File: config.mk
export PLATFORM = sky130hd
export DESIGN_NAME = simple_cpu_ctrl_flat
export DESIGN_NICKNAME = d
export VERILOG_FILES = /design/src/rtl/cpu_defs_pkg.sv /design/src/rtl/simple_cpu_ctrl_if.sv /design/src/rtl/instr_decoder.sv /design/src/rtl/simple_cpu_ctrl.sv /design/src/flat_wrapper.sv
export SDC_FILE = /design/constraint.sdc
export NUM_CORES = 1
export LEC_CHECK = 0
export BUFFER_PORTS_ARGS = -buffer_cell sky130_fd_sc_hd__buf_2
export CAP_MARGIN = 15
export CORE_MARGIN = 2
export CORE_UTILIZATION = 30
export CTS_BUF_LIST = sky130_fd_sc_hd__clkbuf_8
export DETAILED_ROUTE_END_ITERATION = 12
export GPL_ROUTABILITY_DRIVEN = 0
export GPL_TIMING_DRIVEN = 0
export PLACE_DENSITY_LB_ADDON = 0.12
export SLEW_MARGIN = 0
export SYNTH_ARGS = -nofsm -noshare
export SYNTH_HDL_FRONTEND = slang
export SYNTH_SLANG_ARGS = --single-unit
File: constraint.sdc
create_clock -name clk -period 2 [get_ports clk]
set_clock_uncertainty 0.1 [all_clocks]
set_input_delay 0.4 -clock clk [delete_from_list [all_inputs] [get_ports clk]]
set_output_delay 0.4 -clock clk [all_outputs]
set_load 0.03 [all_outputs]
File: src/rtl/cpu_defs_pkg.sv
// Shared definitions for the Simple RISC controller: FSM states, opcode
// fields, datapath select codes and register indices.
package cpu_defs_pkg;

  typedef enum logic [2:0] {
    S_WAIT      = 3'd0,
    S_DECODE    = 3'd1,
    S_GET_A     = 3'd2,
    S_GET_B     = 3'd3,
    S_ALU       = 3'd4,
    S_WRITE_REG = 3'd5,
    S_WRITE_IMM = 3'd6
  } state_t;

  localparam logic [2:0] OPC_ALU = 3'b101;
  localparam logic [2:0] OPC_MOV = 3'b110;

  localparam logic [1:0] OP_MOV_REG = 2'b00;
  localparam logic [1:0] OP_MOV_IMM = 2'b10;
  localparam logic [1:0] OP_ADD     = 2'b00;
  localparam logic [1:0] OP_CMP     = 2'b01;
  localparam logic [1:0] OP_AND     = 2'b10;
  localparam logic [1:0] OP_MVN     = 2'b11;

  localparam logic [1:0] VSEL_C     = 2'b00;
  localparam logic [1:0] VSEL_PC    = 2'b01;
  localparam logic [1:0] VSEL_IMM   = 2'b10;
  localparam logic [1:0] VSEL_MDATA = 2'b11;

  localparam logic [1:0] ALU_ADD = 2'b00;
  localparam logic [1:0] ALU_SUB = 2'b01;
  localparam logic [1:0] ALU_AND = 2'b10;
  localparam logic [1:0] ALU_MVN = 2'b11;

  localparam logic [1:0] SH_NONE = 2'b00;
  localparam logic [1:0] SH_L1   = 2'b01;
  localparam logic [1:0] SH_R1   = 2'b10;
  localparam logic [1:0] SH_RX   = 2'b11;

  localparam logic [2:0] REG_R0 = 3'd0;
  localparam logic [2:0] REG_R1 = 3'd1;
  localparam logic [2:0] REG_R2 = 3'd2;
  localparam logic [2:0] REG_R3 = 3'd3;
  localparam logic [2:0] REG_R4 = 3'd4;
  localparam logic [2:0] REG_R5 = 3'd5;
  localparam logic [2:0] REG_R6 = 3'd6;
  localparam logic [2:0] REG_R7 = 3'd7;

  function automatic logic [15:0] sign_ext8(input logic [7:0] v);
    return {{8{v[7]}}, v};
  endfunction

endpackage

File: src/rtl/simple_cpu_ctrl_if.sv
// Datapath control bundle driven by the controller (master) and consumed
// by the datapath (slave).
interface simple_cpu_ctrl_if;
  logic [2:0]  readnum;
  logic [2:0]  writenum;
  logic        write;
  logic [1:0]  vsel;
  logic        loada;
  logic        loadb;
  logic        loadc;
  logic        loads;
  logic        asel;
  logic        bsel;
  logic [1:0]  shift;
  logic [1:0]  ALUop;
  logic [15:0] sximm8;
  logic [4:0]  imm5;

  modport master (
    output readnum, writenum, write, vsel, loada, loadb, loadc, loads,
           asel, bsel, shift, ALUop, sximm8, imm5
  );

  modport slave (
    input readnum, writenum, write, vsel, loada, loadb, loadc, loads,
          asel, bsel, shift, ALUop, sximm8, imm5
  );
endinterface

File: src/rtl/instr_decoder.sv
// Combinational field extraction and instruction classification for the
// Simple RISC encoding held in the instruction register.
module instr_decoder
  import cpu_defs_pkg::*;
(
  input  logic [15:0] ir,
  output logic [2:0]  rn,
  output logic [2:0]  rd,
  output logic [2:0]  rm,
  output logic [1:0]  sh,
  output logic [1:0]  op,
  output logic [15:0] sximm8,
  output logic [4:0]  imm5,
  output logic        is_mov_imm,
  output logic        is_mov_reg,
  output logic        is_alu,
  output logic        is_cmp,
  output logic        is_mvn,
  output logic        illegal
);

  logic [2:0] opcode_s;

  assign opcode_s = ir[15:13];
  assign op       = ir[12:11];
  assign rn       = ir[10:8];
  assign rd       = ir[7:5];
  assign sh       = ir[4:3];
  assign rm       = ir[2:0];
  assign sximm8   = sign_ext8(ir[7:0]);
  assign imm5     = ir[4:0];

  assign is_mov_imm = (opcode_s == OPC_MOV) && (op == OP_MOV_IMM);
  assign is_mov_reg = (opcode_s == OPC_MOV) && (op == OP_MOV_REG);
  assign is_alu     = (opcode_s == OPC_ALU);
  assign is_cmp     = is_alu && (op == OP_CMP);
  assign is_mvn     = is_alu && (op == OP_MVN);
  assign illegal    = !(is_mov_imm || is_mov_reg || is_alu);

endmodule

File: src/rtl/simple_cpu_ctrl.sv
// Instruction register plus Moore control FSM that steps the datapath
// through one Simple RISC instruction per start pulse.
module simple_cpu_ctrl
  import cpu_defs_pkg::*;
#(
  parameter logic [15:0] IR_RESET = 16'h0000
) (
  input  logic               clk,
  input  logic               reset,
  input  logic               s,
  input  logic               load,
  input  logic [15:0]        in,
  output logic               w,
  simple_cpu_ctrl_if.master  dp
);

  state_t      state_r;
  state_t      next_state_s;
  logic [15:0] ir_r;

  logic [2:0]  rn_s, rd_s, rm_s;
  logic [1:0]  sh_s, op_s;
  logic [15:0] sximm8_s;
  logic [4:0]  imm5_s;
  logic        is_mov_imm_s, is_mov_reg_s, is_alu_s, is_cmp_s, is_mvn_s, illegal_s;

  instr_decoder u_dec (
    .ir         (ir_r),
    .rn         (rn_s),
    .rd         (rd_s),
    .rm         (rm_s),
    .sh         (sh_s),
    .op         (op_s),
    .sximm8     (sximm8_s),
    .imm5       (imm5_s),
    .is_mov_imm (is_mov_imm_s),
    .is_mov_reg (is_mov_reg_s),
    .is_alu     (is_alu_s),
    .is_cmp     (is_cmp_s),
    .is_mvn     (is_mvn_s),
    .illegal    (illegal_s)
  );

  // State register and instruction register; IR only accepts words while idle
  always_ff @(posedge clk) begin
    if (reset) begin
      state_r <= S_WAIT;
      ir_r    <= IR_RESET;
    end else begin
      state_r <= next_state_s;
      if ((state_r == S_WAIT) && load) begin
        ir_r <= in;
      end else begin
        ir_r <= ir_r;
      end
    end
  end

  // Next-state logic; any unused encoding falls back to WAIT
  always_comb begin
    next_state_s = S_WAIT;
    case (state_r)
      S_WAIT: begin
        if (s) next_state_s = S_DECODE;
        else   next_state_s = S_WAIT;
      end
      S_DECODE: begin
        if (illegal_s)                       next_state_s = S_WAIT;
        else if (is_mov_imm_s)               next_state_s = S_WRITE_IMM;
        else if (is_mov_reg_s || is_mvn_s)   next_state_s = S_GET_B;
        else if (is_alu_s)                   next_state_s = S_GET_A;
        else                                 next_state_s = S_WAIT;
      end
      S_GET_A:     next_state_s = S_GET_B;
      S_GET_B:     next_state_s = S_ALU;
      S_ALU: begin
        if (is_cmp_s) next_state_s = S_WAIT;
        else          next_state_s = S_WRITE_REG;
      end
      S_WRITE_REG: next_state_s = S_WAIT;
      S_WRITE_IMM: next_state_s = S_WAIT;
      default:     next_state_s = S_WAIT;
    endcase
  end

  // Moore outputs; reset suppresses every strobe in the cycle it is asserted
  always_comb begin
    w           = (state_r == S_WAIT);
    dp.readnum  = 3'd0;
    dp.writenum = 3'd0;
    dp.write    = 1'b0;
    dp.vsel     = VSEL_C;
    dp.loada    = 1'b0;
    dp.loadb    = 1'b0;
    dp.loadc    = 1'b0;
    dp.loads    = 1'b0;
    dp.asel     = 1'b0;
    dp.bsel     = 1'b0;
    dp.shift    = SH_NONE;
    dp.ALUop    = ALU_ADD;
    dp.sximm8   = sximm8_s;
    dp.imm5     = imm5_s;
    if (!reset) begin
      case (state_r)
        S_GET_A: begin
          dp.readnum = rn_s;
          dp.loada   = 1'b1;
        end
        S_GET_B: begin
          dp.readnum = rm_s;
          dp.loadb   = 1'b1;
        end
        S_ALU: begin
          dp.loadc = 1'b1;
          dp.shift = sh_s;
          dp.asel  = is_mov_reg_s || is_mvn_s;
          dp.loads = is_alu_s;
          if (is_mov_reg_s) dp.ALUop = ALU_ADD;
          else              dp.ALUop = op_s;
        end
        S_WRITE_REG: begin
          dp.writenum = rd_s;
          dp.vsel     = VSEL_C;
          dp.write    = 1'b1;
        end
        S_WRITE_IMM: begin
          dp.writenum = rn_s;
          dp.vsel     = VSEL_IMM;
          dp.write    = 1'b1;
        end
        default: begin
          dp.write = 1'b0;
        end
      endcase
    end else begin
      dp.write = 1'b0;
    end
  end

endmodule

File: src/flat_wrapper.sv
// flat-port wrapper written by rule: the top's interface ports become plain ports
module simple_cpu_ctrl_flat import cpu_defs_pkg::*;
#(
  parameter logic [15:0] IR_RESET = 16'h0000
)
  (clk, reset, s, load, in, w, dp_readnum, dp_writenum, dp_write, dp_vsel, dp_loada, dp_loadb, dp_loadc, dp_loads, dp_asel, dp_bsel, dp_shift, dp_ALUop, dp_sximm8, dp_imm5);
  simple_cpu_ctrl_if dp_i ();
  input  logic clk;
  input  logic reset;
  input  logic s;
  input  logic load;
  input  logic [15:0] in;
  output logic w;
  output wire logic [$bits(dp_i.readnum)-1:0] dp_readnum;
  output wire logic [$bits(dp_i.writenum)-1:0] dp_writenum;
  output wire logic [$bits(dp_i.write)-1:0] dp_write;
  output wire logic [$bits(dp_i.vsel)-1:0] dp_vsel;
  output wire logic [$bits(dp_i.loada)-1:0] dp_loada;
  output wire logic [$bits(dp_i.loadb)-1:0] dp_loadb;
  output wire logic [$bits(dp_i.loadc)-1:0] dp_loadc;
  output wire logic [$bits(dp_i.loads)-1:0] dp_loads;
  output wire logic [$bits(dp_i.asel)-1:0] dp_asel;
  output wire logic [$bits(dp_i.bsel)-1:0] dp_bsel;
  output wire logic [$bits(dp_i.shift)-1:0] dp_shift;
  output wire logic [$bits(dp_i.ALUop)-1:0] dp_ALUop;
  output wire logic [$bits(dp_i.sximm8)-1:0] dp_sximm8;
  output wire logic [$bits(dp_i.imm5)-1:0] dp_imm5;
  assign dp_readnum = dp_i.readnum;
  assign dp_writenum = dp_i.writenum;
  assign dp_write = dp_i.write;
  assign dp_vsel = dp_i.vsel;
  assign dp_loada = dp_i.loada;
  assign dp_loadb = dp_i.loadb;
  assign dp_loadc = dp_i.loadc;
  assign dp_loads = dp_i.loads;
  assign dp_asel = dp_i.asel;
  assign dp_bsel = dp_i.bsel;
  assign dp_shift = dp_i.shift;
  assign dp_ALUop = dp_i.ALUop;
  assign dp_sximm8 = dp_i.sximm8;
  assign dp_imm5 = dp_i.imm5;
  simple_cpu_ctrl #(.IR_RESET(IR_RESET)) u_core (.clk(clk), .reset(reset), .s(s), .load(load), .in(in), .w(w), .dp(dp_i));
endmodule
==> results.py <==
metrics = {
    "sta": {
        "timing.fmax_mhz": 514,
        "period_share_pct": 97.3,
        "hold_violations_final": 0,
        "grt_setup_unrepaired": "true",
        "finalCriticalPeriod_ns": 1.95,
        "hold_ws_ns": 0.278,
        "finalWorstSetupSlack_ns": 0.0550,
        "setup_violations": 0,
        "maxSlewViolCount": 0,
    },
    "setup_path": {
        "crit_path_start_kind": "register",
        "criticalPathCategory": "reg2out",
        "critPathMaxFanout": 10,
        "crit_path_top_delay_cell": "sky130_fd_sc_hd__dfxtp_1",
        "crit_required_ns": 1.50,
        "critPathMaxStageDelay_ns": 0.31,
        "worstPathArrival_ns": 1.45,
        "timing.critical_path.mode_cell": "sky130_fd_sc_hd__clkbuf_4",
        "critPathCaptureType": "output pin",
        "path_cells": "buf_6 -> clkbuf_4 -> nand2b_1 -> a21oi_1 -> clkbuf_4",
    },
    "die": {
        "num_io_pins": 61,
        "fp.coreArea_um2": 3720,
        "die-area_um2": 4410,
        "starting_density_of_the_core_pct": 31.5,
        "number_of_placement_rows": 22,
        "die_w_um": 66.4,
        "chipHeight_um": 66.4,
    },
    "clock_network": {
        "cts-buffers-inserted": 3,
        "clk_latency_ns": 0.25,
        "cts.clk_slew.worst_paths_ns": 0.07,
        "ctsLongestPathBuffers": 2,
        "clock-sinks": 19,
        "cts-root-buf": "sky130_fd_sc_hd__clkbuf_8",
        "cts_tree": "built",
        "hold_buf_cts": 0,
        "cts-htree-levels": 1,
    },
    "logic_synthesis": {
        "syn-cell-area_um2": 1170,
        "synthDominantAreaCellType": "sky130_fd_sc_hd__dfxtp_1",
        "netlist_top_cells_area": "sky130_fd_sc_hd__dfxtp_1 (33%), sky130_fd_sc_hd__buf_4 (15%), sky130_fd_sc_hd__nand2_1 (11%)",
        "number_of_cells_produced_by_synthesis": 152,
        "synth.yosys.seq_area_share_pct": 32.5,
        "synth.lib_cells_used.distinct": 34,
        "async_reset_ff_share_pct": 0,
        "synth_warn": 0,
        "syn_area_per_cell_um2": 7.70,
        "yosys.area.top_type_share_pct": 32.5,
        "synth_enable_flop_cells": 0,
        "synth_seq_cells": 19,
        "postSynth.topFlopCell": "sky130_fd_sc_hd__dfxtp_1",
    },
    "placed_design": {
        "numPortBuffers": 57,
        "dpl_worst_slack_ns": -0.0646,
        "dp.final_hpwl_um": 2280,
    },
    "cells_and_area": {
        "antenna_cells_inserted": 0,
        "finish.net_count": 239,
        "areaGrowthSynthToFinish_pct": 44.8,
        "fin_util_pct": 45.6,
        "layout-drive-gt1-share_pct": 50.9,
    },
    "status": {
        "status": "complete, no violations",
    },
    "route": {
        "routedWlPerCell_um": 11.2,
        "drt_iter0_markers": 24,
        "post_drt_via_cell_ratio": 4.43,
        "detailroute.via_count": 1179,
        "route.antenna.remaining_nets": 0,
        "wirelength_um": 2970,
        "post-route-drc-count": 0,
        "firstDrtPassIters": 4,
    },
    "grt": {
        "gr-total-overflow": 0,
        "grt_use_total_pct": 13.4,
        "antenna_violations_before_repair": 0,
        "grt_start_max_net_pins": 12,
        "wire_length_of_the_first_global_routing_pass_um": 4540,
        "first_global_vias": 1017,
    },
    "pwr": {
        "power_leakage_uw": 0.000851,
        "power_per_cell_area_nw_per_um2": 544,
        "ir_worst_vdd_v": 0.000208,
    },
    "worst_hold_path": {
        "hold_class": "in2reg",
    },
    "run": {
        "drv.max_cap_violation_count": 0,
    },
}
-- worst paths after layout --
check / start / endpoint / slack [ns] / depth (start not counted)
setup / recovery: u_core.state_r[0] / dp_write / 0.05 / 5
hold / removal: in[0] / u_core.ir_r[0] / 0.28 / 3
setup reg to reg: u_core.state_r[2] / u_core.ir_r[2] / 0.30 / 7
hold reg to reg: u_core.ir_r[6] / u_core.ir_r[6] / 0.39 / 2
-- power by group --
group | internal, uW | switching [uW]
logic | 103 | 131
registers | 398 | 25.1
clock network | 138 | 125
total | 640 | 282
-- cell type report --
cell class              instances  area [um^2]
well taps                      48         60.1
flip-flops and latches         19          385
repair buffers                 61          337
fillers                       386         2020
plain buffers                  32          253
multi-input cells             100          606
clock buffers                   3         41.3
inverters                       2         7.51
clock inverters                 1         5.00
-- through the flow --
step                area, um^2  setup TNS, ns  power, uW  instances
global placement          1550         -0.272        662        258
detailed placement        1550         -0.380        666        258
CTS                       1620              0        934        262
global route              1690        -0.0328        972        266
floorplan                 1200         -0.118        602        153
finish                    1690              0        922        266
-- logic make-up after synthesis --
group	Yosys count	share of synthesized area, %
other	1	0.321
AND/OR/NAND/NOR	66	29.6
flip-flops	19	32.5
buffers and inverters	34	20.4
AO/OA/AOI/OAI	29	14.5
multiplexers	3	2.57
-- cells in the final DEF, fill, tap and decap left out, types with 3 or more instances in the layout --
master	synthesis	layout
sky130_fd_sc_hd__nor2_1	10	10
sky130_fd_sc_hd__a21oi_1	17	17
sky130_fd_sc_hd__o21ai_0	3	3
sky130_fd_sc_hd__nand2_1	33	33
sky130_fd_sc_hd__a22oi_1	3	3
sky130_fd_sc_hd__clkbuf_4	0	3
sky130_fd_sc_hd__buf_6	3	5
sky130_fd_sc_hd__buf_2	2	51
sky130_fd_sc_hd__buf_4	23	31
sky130_fd_sc_hd__mux2i_1	3	3
sky130_fd_sc_hd__dfxtp_1	19	17
sky130_fd_sc_hd__clkbuf_8	0	4
sky130_fd_sc_hd__and2_4	0	3
-- registers in the layout (all words and copies together), names as in the netlist --
name,count
u_core.state_r,3
u_core.ir_r,16
-- metal layers --
layer  GRT usage [%]  up-vias  part of all wire (%)  wire length [um]
li1                -      618                     -                 -
met1            17.4      518                    47              1400
met2            21.4       38                    45              1340
met3            3.24        5                   6.5               192
met4            4.59        0                   1.1                34
met5               0        -                     0                 0
-- synthesized netlist by cell type, types with 2 or more instances --
cell type	instances
sky130_fd_sc_hd__buf_4	23
sky130_fd_sc_hd__a31oi_1	2
sky130_fd_sc_hd__dfxtp_1	19
sky130_fd_sc_hd__and2_1	3
sky130_fd_sc_hd__mux2i_1	3
sky130_fd_sc_hd__buf_2	2
sky130_fd_sc_hd__clkbuf_1	4
sky130_fd_sc_hd__inv_1	2
sky130_fd_sc_hd__nor2_1	10
sky130_fd_sc_hd__buf_6	3
sky130_fd_sc_hd__nor2b_1	3
sky130_fd_sc_hd__nand2b_1	3
sky130_fd_sc_hd__nand2_1	33
sky130_fd_sc_hd__o21ai_0	3
sky130_fd_sc_hd__a21oi_1	17
sky130_fd_sc_hd__and3_1	2
sky130_fd_sc_hd__a22oi_1	3
-- worst max-delay path: cells and delay by family (launching register included) --
kind / cells / cell delay, ns
AO/OA/AOI/OAI: 1 / 0.15
AND/OR/NAND/NOR: 1 / 0.19
buffers and inverters: 3 / 0.54
flip-flops: 1 / 0.31
-- what timing repair did --
item / 4_1_cts / 5_1_grt
setup endpoints to repair: 16 / 13
setup buffers: 0 / 4
resized for setup: 8 / 25
hold endpoints to repair: 0 / 0
pin swaps: 1 / 6
Note: power is estimated with default switching activity, not from simulation.
